**src/rtl/hist_bank_ctrl.sv**
```systemverilog
// -----------------------------------------------------------------------------
// hist_bank_ctrl
//
// Sequencer for NBANK parallel histogram banks. Each bank covers BINS
// consecutive grey levels: bank k owns bins k*BINS .. k*BINS+BINS-1.
//
// One frame runs as follows:
//   1. A common start pulse goes to every bank.
//   2. The controller waits until all banks report ready, which means their
//      clear has finished.
//   3. One pixel stream is gated through to every bank. A pixel is accepted
//      only when all banks are ready.
//   4. The controller collects the one-cycle done pulse of every bank.
//   5. Every bin is read out as one ordered stream, bin 0 .. NBANK*BINS-1.
//
// Ports
//   clk, rst_n        clock; asynchronous active-low reset
//   start             begin a frame; ignored while a frame is in progress
//   busy              a frame is in progress
//   done              one-cycle pulse after the last bin has been accepted
//   pix_*             upstream pixel stream (valid/ready, 8-bit grey level, last)
//   bank_start        one-cycle start pulse, broadcast to all banks
//   bank_busy         per-bank busy (status only, not used for sequencing)
//   bank_done         per-bank one-cycle done pulse
//   bank_ready        per-bank pixel ready
//   bank_pix_*        pixel stream, broadcast to all banks
//   bank_rd_addr      shared bin read address
//   bank_rd_data      concatenated bank read data; bank k sits at
//                     [k*COUNT_WIDTH +: COUNT_WIDTH]; one-cycle read latency
//   hist_*            ordered bin stream (valid/ready, bin index, count, last)
// -----------------------------------------------------------------------------
module hist_bank_ctrl #(
  parameter int NBANK       = 16,
  parameter int BINS        = 16,
  parameter int COUNT_WIDTH = 24
) (
  input  logic                         clk,
  input  logic                         rst_n,

  input  logic                         start,
  output logic                         busy,
  output logic                         done,

  input  logic                         pix_valid,
  input  logic [7:0]                   pix_data,
  input  logic                         pix_last,
  output logic                         pix_ready,

  output logic                         bank_start,
  input  logic [NBANK-1:0]             bank_busy,
  input  logic [NBANK-1:0]             bank_done,
  input  logic [NBANK-1:0]             bank_ready,
  output logic                         bank_pix_valid,
  output logic [7:0]                   bank_pix_data,
  output logic                         bank_pix_last,
  output logic [$clog2(BINS)-1:0]      bank_rd_addr,
  input  logic [NBANK*COUNT_WIDTH-1:0] bank_rd_data,

  output logic                         hist_valid,
  input  logic                         hist_ready,
  output logic [7:0]                   hist_bin,
  output logic [COUNT_WIDTH-1:0]       hist_count,
  output logic                         hist_last
);

  localparam int AW    = $clog2(BINS);
  localparam int NBINS = NBANK * BINS;
  localparam logic [7:0] LAST_G = 8'(NBINS - 1);

  typedef enum logic [3:0] {
    S_IDLE,
    S_START,
    S_CLR_WAIT,
    S_RUN,
    S_DRAIN,
    S_RADDR,
    S_RDATA,
    S_OUT,
    S_DONE
  } state_t;

  // ---------------------------------------------------------------------------
  // State and registered outputs
  // ---------------------------------------------------------------------------
  state_t                 state_q, state_d;
  logic                   busy_q, busy_d;
  logic [NBANK-1:0]       done_mask_q, done_mask_d;
  logic [7:0]             g_q, g_d;
  logic [AW-1:0]          rd_addr_q, rd_addr_d;
  logic                   hist_valid_q, hist_valid_d;
  logic [7:0]             hist_bin_q, hist_bin_d;
  logic [COUNT_WIDTH-1:0] hist_count_q, hist_count_d;
  logic                   hist_last_q, hist_last_d;

  // ---------------------------------------------------------------------------
  // Helpers
  // ---------------------------------------------------------------------------
  logic                   all_ready;
  logic                   pix_xfer;
  logic [7:0]             g_inc;
  logic [7:0]             bank_sel;
  logic [COUNT_WIDTH-1:0] rd_slice;

  // bank_busy is status only; sequencing relies on bank_ready and bank_done.
  logic unused_bank_busy;
  assign unused_bank_busy = ^bank_busy;

  assign all_ready = &bank_ready;
  assign g_inc     = g_q + 8'd1;

  // The upper bits of the global bin index select the bank.
  // The lower AW bits form the shared read address.
  assign bank_sel = g_q >> AW;

  always_comb begin
    rd_slice = '0;
    for (int k = 0; k < NBANK; k++) begin
      if (bank_sel == 8'(k)) begin
        rd_slice = bank_rd_data[k*COUNT_WIDTH +: COUNT_WIDTH];
      end
    end
  end

  // ---------------------------------------------------------------------------
  // Pixel gating
  // ---------------------------------------------------------------------------
  // Pixels pass only in RUN, and only when every bank can take them. The banks
  // see the same valid, so no bank can miss a pixel that another one counted.
  // Out-of-range grey levels are forwarded unchanged; the banks discard them.
  assign pix_ready      = (state_q == S_RUN) && all_ready;
  assign pix_xfer       = pix_valid && pix_ready;
  assign bank_pix_valid = pix_xfer;
  assign bank_pix_data  = pix_data;
  assign bank_pix_last  = pix_last;

  // ---------------------------------------------------------------------------
  // Next-state and datapath logic
  // ---------------------------------------------------------------------------
  always_comb begin
    state_d      = state_q;
    busy_d       = busy_q;
    done_mask_d  = done_mask_q;
    g_d          = g_q;
    rd_addr_d    = rd_addr_q;
    hist_valid_d = hist_valid_q;
    hist_bin_d   = hist_bin_q;
    hist_count_d = hist_count_q;
    hist_last_d  = hist_last_q;

    case (state_q)
      S_IDLE: begin
        if (start) begin
          state_d     = S_START;
          busy_d      = 1'b1;
          done_mask_d = '0;
        end
      end

      S_START: begin
        state_d = S_CLR_WAIT;
      end

      // The banks drop ready while they clear. Wait until all are ready again.
      S_CLR_WAIT: begin
        if (all_ready) begin
          state_d = S_RUN;
        end
      end

      // A bank may signal done early (a bank fault). That pulse is only
      // recorded here; it does not end the frame.
      S_RUN: begin
        done_mask_d = done_mask_q | bank_done;
        if (pix_xfer && pix_last) begin
          state_d = S_DRAIN;
        end
      end

      // Pulses keep accumulating in the mask, so skewed pulses are never lost.
      // Readout starts only when every bank has reported done.
      S_DRAIN: begin
        done_mask_d = done_mask_q | bank_done;
        if (&done_mask_q) begin
          state_d   = S_RADDR;
          g_d       = 8'd0;
          rd_addr_d = '0;
        end
      end

      // The read address for g is already on bank_rd_addr. The banks register
      // it on this edge, so their data is valid during RDATA.
      S_RADDR: begin
        state_d = S_RDATA;
      end

      S_RDATA: begin
        hist_count_d = rd_slice;
        hist_bin_d   = g_q;
        hist_last_d  = (g_q == LAST_G);
        hist_valid_d = 1'b1;
        state_d      = S_OUT;
      end

      // All hist_* outputs hold until the bin is accepted. The address for the
      // next bin is loaded together with the index, so it is stable on entry
      // to RADDR.
      S_OUT: begin
        if (hist_ready) begin
          hist_valid_d = 1'b0;
          if (hist_last_q) begin
            state_d = S_DONE;
          end else begin
            g_d       = g_inc;
            rd_addr_d = g_inc[AW-1:0];
            state_d   = S_RADDR;
          end
        end
      end

      // A start seen in this cycle is dropped; IDLE is entered unconditionally.
      S_DONE: begin
        busy_d  = 1'b0;
        state_d = S_IDLE;
      end

      default: begin
        state_d = S_IDLE;
      end
    endcase
  end

  // ---------------------------------------------------------------------------
  // Registers
  // ---------------------------------------------------------------------------
  // A reset in the middle of a frame aborts it. The frame does not resume.
  always_ff @(posedge clk or negedge rst_n) begin
    if (!rst_n) begin
      state_q      <= S_IDLE;
      busy_q       <= 1'b0;
      done_mask_q  <= '0;
      g_q          <= 8'd0;
      rd_addr_q    <= '0;
      hist_valid_q <= 1'b0;
      hist_bin_q   <= 8'd0;
      hist_count_q <= '0;
      hist_last_q  <= 1'b0;
    end else begin
      state_q      <= state_d;
      busy_q       <= busy_d;
      done_mask_q  <= done_mask_d;
      g_q          <= g_d;
      rd_addr_q    <= rd_addr_d;
      hist_valid_q <= hist_valid_d;
      hist_bin_q   <= hist_bin_d;
      hist_count_q <= hist_count_d;
      hist_last_q  <= hist_last_d;
    end
  end

  // ---------------------------------------------------------------------------
  // Outputs
  // ---------------------------------------------------------------------------
  assign busy         = busy_q;
  assign done         = (state_q == S_DONE);
  assign bank_start   = (state_q == S_START);
  assign bank_rd_addr = rd_addr_q;
  assign hist_valid   = hist_valid_q;
  assign hist_bin     = hist_bin_q;
  assign hist_count   = hist_count_q;
  assign hist_last    = hist_last_q;

endmodule

```
**config.mk**
```make
export PLATFORM = sky130hd
export DESIGN_NAME = hist_bank_ctrl
export DESIGN_NICKNAME = d
export VERILOG_FILES = /design/src/rtl/hist_bank_ctrl.sv
export SDC_FILE = /design/constraint.sdc
export NUM_CORES = 1
export LEC_CHECK = 0
export BUFFER_PORTS_ARGS = -buffer_cell sky130_fd_sc_hd__buf_2
export CORE_AREA = 2 2 193 195
export CTS_BUF_LIST = sky130_fd_sc_hd__clkbuf_4 sky130_fd_sc_hd__clkbuf_8
export CTS_CLUSTER_SIZE = 14
export DETAILED_ROUTE_END_ITERATION = 12
export DIE_AREA = 0 0 195 197
export HOLD_SLACK_MARGIN = 0.03
export PLACE_DENSITY = 0.41
export SETUP_SLACK_MARGIN = 0.1
export SLEW_MARGIN = 20
export SYNTH_ARGS = -nofsm -noshare
export SYNTH_HDL_FRONTEND = slang
export SYNTH_SLANG_ARGS = --single-unit
```
**constraint.sdc**
```tcl
create_clock -name clk -period 3.68 [get_ports clk]
set_clock_uncertainty 0.2 [all_clocks]
set_input_delay 0.552 -clock clk [delete_from_list [all_inputs] [get_ports clk]]
set_output_delay 0.552 -clock clk [all_outputs]
set_load 0.05 [all_outputs]
```
==> results.sh, run 1 <==
export IMPL_p_comb_share_pct=31.7
export IMPL_core_um2=36260
export IMPL_gp_congestion=0.8435
export IMPL_synth_edf_count=0
export IMPL_drt_first_pass_iters=5
export IMPL_detail_route_antenna_nets=0
export IMPL_insertion_delay_ns=0.36
export IMPL_p_int_mw=1.321
export IMPL_start_util_pct=18.39
export IMPL_path_cells="or3b_1, a21oi_2, a221oi_1, a2111oi_0, buf_4, o31ai_1"
export IMPL_drc=0
export IMPL_root_buffer="clkbuf_8"
export IMPL_routed_wl_mm=42.60
export IMPL_ios=498
export IMPL_final_common_cell="buf_2"
export IMPL_clock_sinks=63
export IMPL_wl_per_cell_um=24.58
export IMPL_slew_headroom_pct=38.78
export IMPL_synth_top_cell_area_share_pct=23.64
export IMPL_netlist_instances=839
export IMPL_p_seq_share_pct=36.4
export IMPL_netlist_area_um2=6669
export IMPL_placedInstanceArea_um2=9452
export IMPL_hold_violations=0
export IMPL_via_count=8665
export IMPL_power_density_nw_per_um2=211.6
export IMPL_grt_max_degree=64
export IMPL_synthTopCellsByArea="dfrtp_1 24%, o21ai_0 6.4%, mux2_2 5.6%"
export IMPL_ys_seq_elements=63
export IMPL_status="completed"
export IMPL_synth_ff_type="dfrtp_1"
export IMPL_p_leak_nw=4.557
export IMPL_min_period_over_period_pct=88.66
export IMPL_track_usage_pct=21.48
export IMPL_worstPathRequired_ns=3.73
export IMPL_cts_resized=0
export IMPL_dieArea_um2=38420
export IMPL_ys_types=78
export IMPL_critPathKind="flip-flop to flip-flop"
export IMPL_design_area_um2=9658
export IMPL_rows=70
export IMPL_crit_fanout=27
export IMPL_post_cts_buffers=0
export IMPL_cts_path_max_buffers=2
export IMPL_critPathMaxStageDelay_ns=0.74
export IMPL_hold_class="primary input to asynchronous set/reset pin"
export IMPL_total_power_mw=2.043
export IMPL_area_growth_pct=44.82
export IMPL_fp_dieH_um=197
export IMPL_grt_pass1_wl_mm=60.66
export IMPL_postCtsHoldBufs=0
export IMPL_dp_hpwl_mm=34.37
export IMPL_setup_tns_ns=0
export IMPL_syn_avg_cell_area_um2=7.949
export IMPL_fin_nets=1703
export IMPL_syn_nets=1286
export IMPL_antenna_found_initial=5
export IMPL_setup_ws_ns=0.4172
export IMPL_layout_drive_gt1_share_pct=46.47
export IMPL_ys_warn_count=0
export IMPL_slowest_stage="a2111oi_0"
export IMPL_initialDrtViolationCount=441
export IMPL_arrival_ns=3.31
export IMPL_cp_top_family="compound AO/OA/AOI/OAI gates"
export IMPL_die_w_um=195
export IMPL_postLayoutCoreUtil_pct=26.64
export IMPL_fmax_ghz=0.3065
export IMPL_max_cap_violations=0
export IMPL_htree_levels=3
export IMPL_whs_ns=0.1228
export IMPL_switchingPower_uw=722.5
export IMPL_period_needed_ns=3.263
export IMPL_instances_no_fill=1733
export IMPL_cts_tree="yes"
export IMPL_io_buffers=465
export IMPL_ir_drop_mv=0.1451
export IMPL_fill_cells=4176
export IMPL_synth_top_area_cell="dfrtp_1"
export IMPL_switching_share_pct=35.36
export IMPL_rsz0062_at_grt="no"
export IMPL_tightest_slew_ns=0.9184
export IMPL_crit_path_end_kind="flip-flop"
export IMPL_cts_buffers=9
export IMPL_via_per_inst=5.000
export IMPL_maxSlewViolCount=0
export IMPL_finalSetupViolCount=0
export IMPL_synth_seq_area_share_pct=23.64
export IMPL_most_common_layout_cells="464 x buf_2, 85 x o21ai_0, 79 x nand2_1"
export IMPL_startpoint_type="flip-flop"
export IMPL_dp_cells=1713
export IMPL_power_clock_fraction_pct=31.9
export IMPL_grt_pass1_vias=8885
export IMPL_grt_overflow=0
export IMPL_clkSlewWorstSetupHoldPaths_ns=0.09
export IMPL_async_flop_share_pct=100.0
export IMPL_crit_buf_inv=1
export IMPL_place_ws_ns=0.5020
-- cell families after synthesis --
group                    synth area share, %
flip-flops                             23.64
AO/OA/AOI/OAI                          33.38
XOR/XNOR                              0.3941
buffers and inverters                  8.068
multiplexers                           15.03
AND/OR/NAND/NOR                        19.31
adder cells (fa/ha/maj)               0.1876
-- worst reg2reg max path, cell delays in order (launching register included) --
cell and delay (ns):
dfrtp_4 0.66, or3b_1 0.66, a21oi_2 0.50, a221oi_1 0.11, a2111oi_0 0.74, buf_4 0.23, o31ai_1 0.06
-- power by group through the flow --
stage / Sequential [mW] / Clock (mW) / Combinational [mW]
2_1_floorplan: 0.877 / 0 / 0.185
5_1_grt: 0.749 / 0.705 / 0.697
3_5_place_dp: 0.757 / 0 / 0.647
6_report: 0.743 / 0.652 / 0.648
4_1_cts: 0.743 / 0.682 / 0.650
3_3_place_gp: 0.756 / 0 / 0.646
-- registers in the layout, indices dropped and copies added, names as in the netlist --
| name | flops |
|---|---|
| hist_last | 1 |
| done_mask_q | 16 |
| hist_bin | 8 |
| busy | 1 |
| hist_valid | 1 |
| state_q | 4 |
| hist_count | 24 |
| g_q | 8 |
-- path summary, 6_finish.rpt --
| path | slack [ns] | depth (start not counted) | start | end |
|---|---|---|---|---|
| max in group asynchronous | 2.48 | 1 | rst_n | g_q[4] |
| max reg2reg | 0.42 | 6 | g_q[5] | hist_count[7] |
| min in group clk | 0.22 | 3 | bank_done[11] | done_mask_q[11] |
| max | 0.42 | 6 | g_q[5] | hist_count[7] |
| min | 0.12 | 1 | rst_n | done_mask_q[8] |
| min reg2reg | 0.28 | 2 | hist_bin[0] | hist_bin[0] |
-- layout make-up --
type,instances,area [um2],area share (%)
Inverter,10,37.54,0.3887
Tap cell,468,585.6,6.063
Timing Repair Buffer,501,2638,27.31
Clock inverter,7,72.57,0.7514
Antenna cell,4,10.01,0.1036
Clock buffer,9,123.9,1.283
Multi-Input combinational cell,671,4602,47.65
Sequential cell,63,1589,16.45
-- Yosys cell counts (all sizes together), types with 4 or more instances --
library cell / instances
o221ai: 16
a21oi: 65
o211ai: 6
nand2b: 11
mux4: 12
nand4: 10
nor2: 47
a221oi: 12
a31oi: 8
mux2i: 36
a22oi: 25
nand3: 26
a311o: 4
buf: 63
and3: 10
nand2: 79
dfrtp: 63
clkbuf: 32
o31ai: 11
a2111oi: 6
o22ai: 27
nand3b: 7
o2bb2ai: 6
a221o: 7
a211oi: 12
inv: 8
nor2b: 15
nor3: 23
o21a: 6
o41ai: 5
o21ai: 85
nor3b: 6
mux2: 33
-- per-layer routing --
metal / track usage [%] / part of all wire [%] / vias up
li1: - / - / 4086
met1: 29.12 / 45 / 4164
met2: 36.10 / 47 / 383
met3: 3.782 / 6.5 / 30
met4: 3.647 / 0.92 / 2
met5: 0 / 0.031 / -
(Power assumes the default switching activity.)
==> run 2, diff against run 1 <==
--- a/config.mk
+++ b/config.mk
@@ -12,6 +12,7 @@
 export DETAILED_ROUTE_END_ITERATION = 12
 export DIE_AREA = 0 0 195 197
 export HOLD_SLACK_MARGIN = 0.03
+export MAX_ROUTING_LAYER = met4
 export PLACE_DENSITY = 0.41
 export SETUP_SLACK_MARGIN = 0.1
 export SLEW_MARGIN = 20
==> run 2 against run 1 <==
Against the previous run:
- via count is essentially flat
- critical endpoint is now hist_count[21]
- combinational power is essentially flat
- cell area is essentially flat
- worst setup slack lost 0.022 ns
- wire length is essentially flat
- sequential power is essentially flat
- global-route usage grew 0.64 points
- count of clock-buffer cells in the layout is the same
- die area is the same
- largest cell class unchanged
==> results.sh, run 2 (synthesis results as in run 1) <==
export IMPL_slew_headroom_pct=38.23
export IMPL_htree_levels=3
export IMPL_p_int_mw=1.321
export IMPL_arrival_ns=3.34
export IMPL_crit_buf_inv=1
export IMPL_fmax_ghz=0.3044
export IMPL_root_buffer="clkbuf_8"
export IMPL_r2r_worst_path_cells=6
export IMPL_track_usage_pct=22.12
export IMPL_instances_no_fill=1734
export IMPL_slowest_stage="a2111oi_0"
export IMPL_r2r_slack_ns=0.39
export IMPL_io_buffers=465
export IMPL_clock_sinks=63
export IMPL_gp_congestion=0.8566
export IMPL_wl_per_cell_um=24.54
export IMPL_worst_path_stages=6
export IMPL_grt_max_degree=64
export IMPL_grt_pass1_vias=8901
export IMPL_cts_tree="yes"
export IMPL_fin_nets=1703
export IMPL_postCtsHoldBufs=0
export IMPL_max_cap_violations=0
export IMPL_p_comb_share_pct=31.7
export IMPL_finalSetupViolCount=0
export IMPL_path_cells="or3b_1, a21oi_2, a221oi_1, a2111oi_0, buf_4, o31ai_1"
export IMPL_total_power_mw=2.043
export IMPL_rsz0062_at_grt="no"
export IMPL_core_um2=36260
export IMPL_antenna_found_initial=5
export IMPL_hold_class="primary input to asynchronous set/reset pin"
export IMPL_min_period_over_period_pct=89.27
export IMPL_crit_fanout=27
export IMPL_cts_path_max_buffers=2
export IMPL_power_density_nw_per_um2=211.5
export IMPL_crit_start="g_q[5]"
export IMPL_layout_drive_gt1_share_pct=46.47
export IMPL_via_per_inst=4.996
export IMPL_critPathKind="flip-flop to flip-flop"
export IMPL_fp_dieH_um=197
export IMPL_largest_register_ffs=24
export IMPL_most_common_layout_cells="464 x buf_2, 85 x o21ai_0, 79 x nand2_1"
export IMPL_postLayoutCoreUtil_pct=26.64
export IMPL_design_area_um2=9661
export IMPL_dp_hpwl_mm=34.37
export IMPL_r2r_start="g_q[5]"
export IMPL_drc=0
export IMPL_cp_top_family="compound AO/OA/AOI/OAI gates"
export IMPL_period_needed_ns=3.285
export IMPL_cts_resized=0
export IMPL_die_w_um=195
export IMPL_critPathMaxStageDelay_ns=0.78
export IMPL_post_cts_buffers=0
export IMPL_r2r_end="hist_count[21]"
export IMPL_insertion_delay_ns=0.36
export IMPL_tightest_slew_ns=0.9265
export IMPL_start_util_pct=18.39
export IMPL_power_clock_fraction_pct=31.9
export IMPL_setup_tns_ns=0
export IMPL_area_growth_pct=44.86
export IMPL_via_count=8663
export IMPL_p_leak_nw=4.557
export IMPL_dieArea_um2=38420
export IMPL_p_seq_share_pct=36.4
export IMPL_hold_violations=0
export IMPL_placedInstanceArea_um2=9452
export IMPL_rows=70
export IMPL_ios=498
export IMPL_routed_wl_mm=42.56
export IMPL_status="completed"
export IMPL_switching_share_pct=35.36
export IMPL_dp_cells=1713
export IMPL_cts_buffers=9
export IMPL_worstSetupEndpoint="hist_count[21]"
export IMPL_grt_overflow=0
export IMPL_crit_path_end_kind="flip-flop"
export IMPL_initialDrtViolationCount=498
export IMPL_grt_pass1_wl_mm=60.60
export IMPL_switchingPower_uw=722.6
export IMPL_maxSlewViolCount=0
export IMPL_final_common_cell="buf_2"
export IMPL_startpoint_type="flip-flop"
export IMPL_drt_first_pass_iters=5
export IMPL_detail_route_antenna_nets=0
export IMPL_clkSlewWorstSetupHoldPaths_ns=0.09
export IMPL_ir_drop_mv=0.1452
export IMPL_worstPathRequired_ns=3.73
-- run 2: cell types whose count changed in the layout (fill, tap and decap cells not counted), sizes merged --
| cell | previous run | this run |
|---|---|---|
| diode | 4 | 5 |
-- run 2: worst min-delay path by stage --
stage,to,slack [ns]
detailed placement,hist_bin[0],0.26
CTS,done_mask_q[11],0.15
finish,done_mask_q[8],0.13
floorplan,busy,0.06
global route,done_mask_q[0],0.18
global placement,hist_bin[1],0.26
-- run 2: through the flow --
stage                     hold slack (ns)  setup WS [ns]
after global routing               0.1753         0.2513
final                              0.1262         0.3949
after global placement             0.2580         0.4119
after CTS                          0.1469         0.4705
after detailed placement           0.2632         0.5020
after floorplan                   0.05641         0.6454
-- run 2: cell type report --
type                    count  area (um2)
well taps                 468       585.6
inverters                  10       37.54
diodes                      5       12.51
clock inverters             7       72.57
flip-flops and latches     63        1589
repair buffers            501        2638
clock buffers               9       123.9
fillers                  4178       26600
multi-input cells         671        4602
-- run 2: metal layers --
metal	part of all wire, %	track usage (%)
met2	47	36.08
met5	0	-
met4	0.84	3.647
met1	46	29.71
met3	6.1	2.858
-- run 2: power by group through the flow --
stage,sequential [mW],clock [mW],combinational [mW]
after global placement,0.756,0,0.646
after floorplan,0.877,0,0.185
after global routing,0.749,0.705,0.696
after CTS,0.743,0.682,0.650
after detailed placement,0.757,0,0.647
final,0.743,0.653,0.648
==> run 3, diff against run 2 <==
==> config.mk (replaced) <==
export PLATFORM = sky130hd
export DESIGN_NAME = hist_bank_ctrl
export DESIGN_NICKNAME = d
export VERILOG_FILES = /design/src/rtl/hist_bank_ctrl.sv
export SDC_FILE = /design/constraint.sdc
export NUM_CORES = 1
export LEC_CHECK = 0
export ABC_AREA = 1
export BUFFER_PORTS_ARGS = -buffer_cell sky130_fd_sc_hd__buf_2
export CORE_AREA = 2 2 192 194
export CTS_CLUSTER_SIZE = 14
export DETAILED_ROUTE_END_ITERATION = 12
export DIE_AREA = 0 0 194 196
export HOLD_SLACK_MARGIN = 0.03
export MAX_ROUTING_LAYER = met4
export PLACE_DENSITY = 0.39
export SETUP_SLACK_MARGIN = 0.1
export SLEW_MARGIN = 20
export SYNTH_ARGS = -nofsm -noshare
export SYNTH_HDL_FRONTEND = slang
export SYNTH_SLANG_ARGS = --single-unit
==> run 3 against run 2 <==
Against the previous run:
- die area decreased by 1.0%
- worst setup slack improved by 0.46 ns
- critical path depth grew 6
- cell count grew 13%
- count of clock-buffer cells in the layout up 4
- first-iteration DRC count decreased by 34%
- power rose by 98%
- synthesized area is 12% lower
- clock power grew 45%
- via count decreased by 2.4%
- sequential cell count is the same
- worst hold slack worse by 0.022 ns
- largest cell class unchanged
- highest routed layer unchanged
==> results.sh, run 3 <==
export IMPL_track_usage_pct=19.13
export IMPL_fin_nets=1935
export IMPL_synth_xor_area_share_pct=0.1493
export IMPL_arrival_ns=2.85
export IMPL_status="completed"
export IMPL_ys_warn_count=0
export IMPL_cts_resized=0
export IMPL_io_buffers=465
export IMPL_place_ws_ns=0.8573
export IMPL_crit_buf_inv=3
export IMPL_initialDrtViolationCount=327
export IMPL_cts_buffers=9
export IMPL_fill_cells=4287
export IMPL_drc=0
export IMPL_cts_tree="yes"
export IMPL_rsz0062_at_grt="no"
export IMPL_setup_tns_ns=0
export IMPL_period_needed_ns=2.825
export IMPL_clock_sinks=63
export IMPL_grt_overflow=0
export IMPL_ys_seq_elements=63
export IMPL_fmax_ghz=0.3540
export IMPL_maxSlewViolCount=0
export IMPL_via_count=8459
export IMPL_cts_path_max_buffers=2
export IMPL_critPathMaxStageDelay_ns=0.47
export IMPL_ir_drop_mv=0.2676
export IMPL_async_flop_share_pct=100.0
export IMPL_synth_ff_type="dfrtp_1"
export IMPL_dp_hpwl_mm=31.40
export IMPL_syn_avg_cell_area_um2=5.599
export IMPL_worstPathRequired_ns=3.71
export IMPL_cp_top_family="simple AND/OR/NAND/NOR gates"
export IMPL_slowest_stage="dfrtp_1"
export IMPL_setup_ws_ns=0.8552
export IMPL_ys_types=31
export IMPL_netlist_instances=1048
export IMPL_max_cap_violations=0
export IMPL_p_leak_nw=4.873
export IMPL_postLayoutCoreUtil_pct=24.98
export IMPL_hold_violations=0
export IMPL_finalSetupViolCount=0
export IMPL_hold_class="primary input to asynchronous set/reset pin"
export IMPL_die_w_um=194
export IMPL_fp_dieH_um=196
export IMPL_p_int_mw=2.163
export IMPL_rows=70
export IMPL_dieArea_um2=38020
export IMPL_switchingPower_mw=1.876
export IMPL_synthTopCellsByCount="383 x nand2_1, 169 x nor2_1, 103 x inv_1"
export IMPL_netlist_area_um2=5868
export IMPL_grt_pass1_wl_mm=52.44
export IMPL_area_growth_pct=53.60
export IMPL_postCtsHoldBufs=0
export IMPL_grt_max_degree=44
export IMPL_final_common_cell="buf_2"
export IMPL_grt_pass1_vias=8097
export IMPL_clkSlewWorstSetupHoldPaths_ns=0.06
export IMPL_synth_top_family_by_area="simple AND/OR/NAND/NOR gates"
export IMPL_wl_per_cell_um=18.83
export IMPL_path_cells="inv_2, nor2_4, inv_2, nor2_8, inv_2, or2_0, nand2_1, nand4_1, nor2_1, nand4_1, nand2_1, nand2_1"
export IMPL_p_seq_share_pct=28.0
export IMPL_ios=498
export IMPL_power_density_nw_per_um2=448.1
export IMPL_detail_route_antenna_nets=0
export IMPL_synth_compound_area_share_pct=9.723
export IMPL_multi_input_area_um2=3620
export IMPL_whs_ns=0.1037
export IMPL_synthTopCellsByArea="dfrtp_1 27%, nand2_1 24%, nor2_1 11%"
export IMPL_critPathKind="flip-flop to flip-flop"
export IMPL_root_buffer="clkbuf_16"
export IMPL_startpoint_type="flip-flop"
export IMPL_gp_congestion=0.9305
export IMPL_synth_top_cell_area_share_pct=26.87
export IMPL_synth_top_area_cell="dfrtp_1"
export IMPL_tightest_slew_ns=0.8145
export IMPL_synth_adder_area_share_pct=0.2132
export IMPL_seqCellArea_um2=1577
export IMPL_min_period_over_period_pct=76.76
export IMPL_instances_no_fill=1966
export IMPL_antenna_found_initial=9
export IMPL_switching_share_pct=46.44
export IMPL_most_common_layout_cells="465 x buf_2, 382 x nand2_1, 160 x nor2_1"
export IMPL_syn_nets=1495
export IMPL_layout_drive_gt1_share_pct=35.77
export IMPL_largest_register_ffs=24
export IMPL_routed_wl_mm=37.03
export IMPL_drt_first_pass_iters=4
export IMPL_p_comb_share_pct=48.6
export IMPL_yosys_area_share_simple_pct=51.17
export IMPL_core_um2=36080
export IMPL_synth_edf_count=0
export IMPL_start_util_pct=16.26
export IMPL_via_per_inst=4.303
export IMPL_synth_seq_area_share_pct=26.87
export IMPL_crit_path_end_kind="flip-flop"
export IMPL_slew_headroom_pct=45.70
export IMPL_synth_most_common_cell="nand2_1"
export IMPL_insertion_delay_ns=0.34
export IMPL_post_cts_buffers=0
export IMPL_crit_fanout=21
export IMPL_power_clock_fraction_pct=23.4
export IMPL_htree_levels=3
export IMPL_synthMuxAreaShare_pct=0
export IMPL_dp_cells=1945
==> run 3: cells by family after synthesis <==
logic type                 count (synthesis)
AOI/OAI and AO/OA                        111
and+or+nand+nor                          707
buffers and inverters                    165
DFF                                       63
xor gates and xnor gates                   1
adders and majority gates                  1
==> run 3: per-layer routing <==
metal	GRT usage, %	vias to the layer above	wire length (um)
li1	-	4212	-
met1	23.92	3819	15810
met2	30.55	390	17400
met3	4.728	38	2982
met4	5.584	0	836
met5	-	-	0
==> run 3: worst reg2reg max path, stage by stage, from the launching register on <==
cell     delay, ns
dfrtp_1       0.47
inv_2         0.09
nor2_4        0.14
inv_2         0.09
nor2_8        0.29
inv_2         0.27
or2_0         0.28
nand2_1       0.07
nand4_1       0.39
nor2_1        0.23
nand4_1       0.10
nand2_1       0.07
nand2_1       0.05
==> run 3: power groups by stage <==
stage          registers [mW]  clock network, mW  logic (mW)
5_1_grt                  1.17               1.01        2.18
3_3_place_gp             1.14                  0        1.97
2_1_floorplan            1.67                  0       0.782
4_1_cts                  1.13              0.975        1.99
3_5_place_dp             1.14                  0        1.98
6_report                 1.13              0.945        1.96
==> run 3: cell type report <==
class,instances,area share (%)
clock buffer,13,2.887
inverter,107,4.456
antenna,5,0.1388
sequential,63,17.49
timing repair buffer,487,27.65
tap,468,6.496
multi-input combinational,820,40.16
clock inverter,3,0.7218
==> run 3: per-stage QoR <==
| stage | total power, mW | cell area [um2] |
|---|---|---|
| floorplan | 2.449 | 5868 |
| finish | 4.039 | 9014 |
| CTS | 4.094 | 9001 |
| detailed placement | 3.120 | 8676 |
| global route | 4.358 | 9014 |
| global placement | 3.107 | 8676 |
==> run 3: final timing paths <==
check | start | end | slack [ns] | cells past startpoint
hold reg to reg | hist_count[3] | hist_count[3] | 0.27 | 2
setup / recovery | g_q[6] | hist_count[22] | 0.86 | 12
min in group clk | bank_done[13] | done_mask_q[13] | 0.25 | 3
max in group asynchronous | rst_n | done_mask_q[12] | 2.42 | 2
hold / removal | rst_n | hist_count[19] | 0.10 | 1
setup reg to reg | g_q[6] | hist_count[22] | 0.86 | 12
